File: config.mk
export PLATFORM = sky130hd
export DESIGN_NAME = uart_rx_fifo
export DESIGN_NICKNAME = d
export VERILOG_FILES = /design/src/rtl/uart_pkg.sv /design/src/rtl/fifo_ram.sv /design/src/rtl/uart_rx_fifo.sv
export SDC_FILE = /design/constraint.sdc
export NUM_CORES = 1
export LEC_CHECK = 0
export CORE_MARGIN = 3
export CORE_UTILIZATION = 64
export CTS_CLUSTER_DIAMETER = 80
export DETAILED_ROUTE_END_ITERATION = 7
export PLACE_DENSITY = 0.84
export SETUP_SLACK_MARGIN = 0.2
export SLEW_MARGIN = 0
export SYNTH_ARGS = -nofsm -noshare
export SYNTH_HDL_FRONTEND = slang
export SYNTH_HIERARCHICAL = 1
export SYNTH_SLANG_ARGS = --single-unit
File: constraint.sdc
create_clock -name clk -period 4.74 [get_ports clk]
set_input_delay 0.948 -clock clk [delete_from_list [all_inputs] [get_ports clk]]
set_output_delay 0.948 -clock clk [all_outputs]
set_load 0.02 [all_outputs]
File: src/rtl/uart_pkg.sv
// Shared UART constants: receive-path baud divisors and a width helper.
package uart_pkg;

  localparam int unsigned CLK_HZ      = 50_000_000;
  localparam int unsigned BAUD_RATE   = 115_200;
  localparam int unsigned OVERSAMPLE  = 16;
  localparam int unsigned BAUD_DIV    = CLK_HZ / BAUD_RATE;
  localparam int unsigned BAUD_DIV_OS = CLK_HZ / (BAUD_RATE * OVERSAMPLE);

  // Ceiling log2; returns 0 for value <= 1.
  function automatic int unsigned clog2(input int unsigned value);
    int unsigned r;
    r = 0;
    while ((64'd1 << r) < 64'(value)) r++;
    return r;
  endfunction

endpackage

File: src/rtl/fifo_ram.sv
// Byte storage for the receive FIFO: one synchronous write port, one asynchronous read port.
module fifo_ram #(
  parameter int unsigned DEPTH = 16,
  parameter int unsigned AW    = 4
) (
  input  logic          clk,
  input  logic          we,
  input  logic [AW-1:0] waddr,
  input  logic [7:0]    wdata,
  input  logic [AW-1:0] raddr,
  output logic [7:0]    rdata
);

  logic [7:0] mem [DEPTH];

  always_ff @(posedge clk) begin
    if (we) mem[waddr] <= wdata;
  end

  assign rdata = mem[raddr];

endmodule

File: src/rtl/uart_rx_fifo.sv
// UART receive FIFO: show-ahead byte queue with level, full/empty, sticky overrun and level irq.
module uart_rx_fifo
  import uart_pkg::*;
#(
  parameter int unsigned DEPTH  = 16,
  parameter int unsigned THRESH = 1
) (
  input  logic                    clk,
  input  logic                    rstn,
  input  logic                    rcv,
  input  logic [7:0]              rx_data,
  input  logic                    rd,
  input  logic                    ovr_clr,
  output logic [7:0]              rd_data,
  output logic                    empty,
  output logic                    full,
  output logic [clog2(DEPTH):0]   level,
  output logic                    overrun,
  output logic                    irq
);

  localparam int unsigned AW = clog2(DEPTH);
  localparam logic [AW:0] LVL_FULL   = DEPTH[AW:0];
  localparam logic [AW:0] LVL_THRESH = THRESH[AW:0];

  logic [AW-1:0] wr_ptr;
  logic [AW-1:0] rd_ptr;
  logic [7:0]    ram_q;
  logic [7:0]    last_byte;
  logic          wr_en;
  logic          rd_en;
  logic          drop;

  assign empty = (level == '0);
  assign full  = (level == LVL_FULL);
  assign irq   = (level >= LVL_THRESH);

  // A read frees a slot in the same cycle, so a full FIFO still accepts rcv alongside rd.
  assign rd_en = rd & ~empty;
  assign wr_en = rcv & (~full | rd);
  assign drop  = rcv & full & ~rd;

  fifo_ram #(
    .DEPTH (DEPTH),
    .AW    (AW)
  ) u_ram (
    .clk   (clk),
    .we    (wr_en),
    .waddr (wr_ptr),
    .wdata (rx_data),
    .raddr (rd_ptr),
    .rdata (ram_q)
  );

  // When empty the slot at rd_ptr is stale, so the last popped byte is shown instead.
  assign rd_data = empty ? last_byte : ram_q;

  always_ff @(posedge clk) begin
    if (!rstn) begin
      wr_ptr    <= '0;
      rd_ptr    <= '0;
      level     <= '0;
      overrun   <= 1'b0;
      last_byte <= '0;
    end else begin
      if (wr_en) wr_ptr <= wr_ptr + 1'b1;
      if (rd_en) begin
        rd_ptr    <= rd_ptr + 1'b1;
        last_byte <= ram_q;
      end
      unique case ({wr_en, rd_en})
        2'b10:   level <= level + 1'b1;
        2'b01:   level <= level - 1'b1;
        default: level <= level;
      endcase
      if (drop)         overrun <= 1'b1;
      else if (ovr_clr) overrun <= 1'b0;
    end
  end

endmodule

# After elaboration in Yosys (flattened, before gate mapping)
# Memories as Yosys holds them, arrays and structs flattened. A register that Yosys moved wholly into a read port is not among the register bits.
# Cells that the tools add are included.
[totals]
memories = 1
word_cells = 33
mem_bits_rw = 128
register_bits = 22
in_bits = 13
output_inout_bits = 17
[memory_table]
columns = ["name", "depth", "word_bits", "read_ports", "rd_clocked_by_memory_dff", "wr", "line_no", "rtl"]
rows = [
  ["u_ram.mem", 16, 8, 1, 1, 1, "fifo_ram.sv:14", "logic [7:0] mem [DEPTH];"],
]
[classes]
n_lt_le_gt_ge = 1
mux = 8
add_sub_neg = 4
bitwise = 8
n_reduce_logical = 3
n_eq_ne = 3
[op_table]
columns = ["cell", "n"]
rows = [
  ["$pmux 5 s2", 1],
  ["$add 4x1->4 const B", 2],
  ["$mux 4", 2],
  ["$mux 8", 1],
  ["$add 5x1->5 const B", 1],
  ["$eq 5x5->1 const B", 1],
  ["$ge 5x1->1 const B", 1],
  ["$logic_not 5->1", 1],
  ["$sub 5x1->5 const B", 1],
  ["$and 1x1->1", 4],
  ["$mux 1", 4],
  ["$reduce_bool 2->1", 2],
  ["$not 1->1", 3],
  ["$eq 2x1->1 const B", 1],
  ["$eq 2x2->1 const B", 1],
  ["$or 1x1->1", 1],
]

# Depth between registers and ports, before layout
[logic_depth]
word_depth = 6
mapped_depth = 11
ltp_nobuf = 9

# By module
# Netlist, hierarchy kept.
[by_module_without_submodules]
columns = ["module", "area_per_inst_um2", "cells_each", "instances", "seq_area_each_um2"]
rows = [
  ["fifo_ram", 4987.3, 221, 1, 3843.7],
  ["uart_rx_fifo", 1234.9, 154, 1, 440.4],
]

# Worst setup path after synthesis
# OpenSTA, ideal clock, no wires.
[synth_timing]
path_kind = "register to register"
start = "register level[0]"
end = "memory u_ram.mem[0][0], enable pin"
setup_ns = 0.383
required_ns = 4.357
path_stages_with_launch = 8
t_arrival_ns = 2.779
slack_ns = 1.577
period_less_slack_ns = 3.163
path_buffers = 1
path_cell_list = "dfxtp_1 inv_1 ha_1 nor4bb_1 clkbuf_1 a21boi_1 or3b_2 nor3_1"
[synth_between]
elab_chain_cells = 6
[synth_rtl]
columns = ["element", "line_no", "rtl"]
rows = [
  ["start: declaration", "uart_rx_fifo.sv:17", "output logic [clog2(DEPTH):0] level,"],
  ["start signal: assignment", "uart_rx_fifo.sv:72", "2'b10: level <= level + 1'b1;"],
  ["start signal: assignment", "uart_rx_fifo.sv:73", "2'b01: level <= level - 1'b1;"],
  ["start signal: assignment", "uart_rx_fifo.sv:74", "default: level <= level;"],
  ["$eq 5x5->1", "uart_rx_fifo.sv:35", "assign full = (level == LVL_FULL);"],
  ["net full", "uart_rx_fifo.sv:16", "output logic full,"],
  ["$not 1->1", "uart_rx_fifo.sv:40", "assign wr_en = rcv & (~full | rd);"],
  ["$or 1x1->1", "uart_rx_fifo.sv:40", ""],
  ["$and 1x1->1", "uart_rx_fifo.sv:40", ""],
  ["net wr_en", "uart_rx_fifo.sv:30", "logic wr_en;"],
  ["$mux 1", "fifo_ram.sv:17", "if (we) mem[waddr] <= wdata;"],
  ["$mux 1 (implied by the code)", "fifo_ram.sv:17", ""],
  ["end: declaration", "fifo_ram.sv:14", ""],
]
# The timed path passes the listed nets, and every way through them passes these cells.

==> results.md <==
* Max stage delay on crit path at approximately 0.60 ns
* Setup Viol. Count Final at 0
* Sequential cell area at 4290 sq um
* Largest net degree at the start of global routing at 36
* Crit path top cell by count: nand2_1
* Root buffer cell: clkbuf_8
* Startpoint Class: register
* Die Y at 105 microns
* Detail Route Antenna Nets at 0
* CTS Buf Count at 17
* Mux share of post-synthesis cell area at 13.7%
* Clk Latency, worst-skew pair at between 0.5 and 0.6 ns
* Status: finished clean
* Sequential area share after synthesis at between 60% and 70%
* PostCTS Resize Cnt at 0
* Largest family of logic cells by synthesized area: multiplexers
* Layout Nets at between 400 and 500
* FF-to-FF setup slack at ~1.5 ns
* Syn Inst Count at around 380
* CTS hold repair buffers at 0
* Slew @ Worst Pin at ~0.91 ns
* Hold Path Stages at 2
* Reg2Reg Depth at 10
* Sink Count at 150
* Post-Synth XOR/XNOR Area at less than 1%
* Setup WS post-layout at 0.617 ns
* Post-Synth Adder-Cell Area at 1.41%
* Slew Limit Fails at 0
* Leakage power at approximately 2.4 nW
* Dpl hpwl at 7840 microns
* Worst VDD drop at 335 uV
* Synthesized area per cell at approximately 17 sq um
* Congestion Overflow GR at 0
* Synth unique cells at 45
* Via-per-instance ratio at 6.47
* Slowest CP cell: dfxtp_2
* Ports at 30
* Hold_sp: last_byte[0]
* Die X at ~100 microns
* WL per Instance at between 20 and 25 microns
* Setup Fix Bufs, Post-CTS at 0
* Worst-path maximum fanout at 26
* Initial antenna violation count at 0
* Final Cycle Share at 87.0%
* Arr. time, crit path at 3.17 ns
* First-pass GRT wire length at about 20,000 microns
* Routed vias at ~3,600
* CTS tree: done
* FP Rows at 35
* Setup crit end kind: primary output
* Max Cap Viol at 0
* Synth-to-layout area growth at 14.5%
* Hold EP: last_byte[0]
* Synth async-reset ratio at 0%
* Pwr dens at slightly above 500 nW/um^2
* Critical path class: register to primary output
* Most used flip-flop cell after synthesis: edfxtp_1
* Reg clk slew, reported paths at approximately 0.06 ns
* H-tree depth at 4
* Synth Area in Compound Gates at between 4 and 5%
* Relative slew slack at approximately two fifths
* DR iter-0 viols at 300
* Worst EP required at between 3 and 4 ns
* Max Fclk at 0.243 GHz
* Total Routing Usage GR at between 20 and 30%
* Commonest cells after routing, fill and taps aside: edfxtp_1, nand2_1, clkdlybuf4s50_1
* FF+latch count, synth at 150
* Synthesized Nets at about 400
* Crit path cell chain: buf_12 > mux4_1 > a22oi_1 > nand2_1 > nand2_1 > nand2_1 > clkdlybuf4s50_1
* Multi-input logic area at approximately 1800 sq um
* HP Class: register to register
* RSZ-0062 raised after global routing: no
* Std-Cell Core Area at between 9000 and 10,000 sq um
* Fin. Hold Viols at 0
* Post-Route WL at between 10,000 and 15,000 microns
* Die area at 10,900 sq um
* Setup WS pre-CTS at 1.12 ns
* I/O Buffers at 29
* Drc violations at 0
* FF-to-FF End: level[3]
* Antenna Cells at 0
* Final-layout fill cell count at between 500 and 600
* Mapped cell area at around 6200 sq um
* TritonRoute pass-1 iters at 5
* Clock skew at a little under 0.005 ns
* Vias in the first global route at around 3,600
* Most common cell after layout, fill and taps aside: edfxtp_1
* Tmin final at around 4.1 ns
* Synth warnings at 6
* Worst r2r src: level[1]
* Clock tree buffer depth at 2
* Proportion of layout cells with a drive suffix above 1 at between 10% and 20%
* Starting Density at about two thirds
* GPL Wtd Cong at around 0.84
* Setup TNS at 0 ns
* Post-synth EDFFs at 128
* Simple-Gate Fraction of Synth Area at 8.00%
==> worst max-delay path, delay by kind of cell (launching register included) <==
kind	cells	cell delay (ns)
AOI/OAI and AO/OA	1	0.32
muxes	1	0.59
buffers and inverters	2	0.81
and+or+nand+nor	3	0.31
DFF	1	0.60
==> power by group <==
part	internal (W)	switching, W	total (W)
Combinational	0.000425	0.000530	0.000955
Sequential	0.00149	0.0000638	0.00155
Clock	0.000691	0.000500	0.00119
==> cell usage after synthesis (all sizes together), types with 3 or more instances <==
master	number	share of area (%)
edfxtp	128	62
nand2	41	2.5
mux4	32	12
dfxtp	22	7.1
nor2	18	1.1
a22oi	16	1.9
a21oi	15	1.3
buf	13	1.7
nand3	13	1.0
o21ai	11	0.95
mux2i	8	1.3
nand2b	8	0.80
ha	7	1.4
inv	7	0.50
nor3	5	0.40
clkbuf	3	0.18
clkdlybuf4s25	3	0.48
nand4b	3	0.42
==> state kept, by name (all words and copies together) (netlist names) <==
signal / cells
u_ram/mem: 128
last_byte: 8
level: 5
rd_ptr: 4
wr_ptr: 4
overrun: 1
==> cells by family after synthesis <==
family | Yosys count
xor gates and xnor gates | 2
and+or+nand+nor | 102
muxes | 40
AOI/OAI and AO/OA | 47
adders and majority gates | 7
buffers and inverters | 27
DFF | 150
==> metal layers <==
layer | vias to the layer above | GRT usage, % | wire (microns)
met5 | - | 0 | 0
met4 | 0 | 8.15 | 213
met3 | 22 | 7.47 | 936
met2 | 173 | 40.6 | 6460
met1 | 1820 | 33.4 | 5180
li1 | 1556 | - | -
==> stage by stage <==
| stage | area, sq um | hold WS [ns] | total power (W) | utilization [%] | cells |
|---|---|---|---|---|---|
| after global routing | 7120 | 0.487 | 0.00386 | 76.4 | 552 |
| after floorplan | 6220 | 0.444 | 0.00225 | - | 375 |
| after CTS | 7120 | 0.479 | 0.00372 | 76.4 | 552 |
| after detailed placement | 6600 | 0.467 | 0.00253 | 70.8 | 522 |
| after global placement | 6600 | 0.449 | 0.00250 | 70.8 | 522 |
| final | 7120 | 0.475 | 0.00370 | 76.4 | 552 |
==> area by class of cell <==
class / instances / share of cell area, %
clock buffer: 19 / 5.92
clock inverter: 11 / 1.42
inverter: 8 / 0.492
multi-input combinational: 198 / 24.6
sequential: 150 / 60.2
tap: 129 / 2.27
timing repair buffer: 37 / 5.09
==> worst max-delay path by stage <==
stage / startpoint / endpoint / slack, ns / cells after the start
3_5_place_dp: rd / u_ram/mem[2][7] / 1.12 / 6
3_3_place_gp: rd / u_ram/mem[3][0] / 1.21 / 6
6_report: rd_ptr[0] / rd_data[3] / 0.62 / 7
5_1_grt: rd_ptr[0] / rd_data[1] / 0.49 / 7
2_1_floorplan: level[0] / u_ram/mem[0][0] / 1.58 / 7
4_1_cts: rd_ptr[0] / rd_data[3] / 0.57 / 7
(Power assumes the default switching activity.)
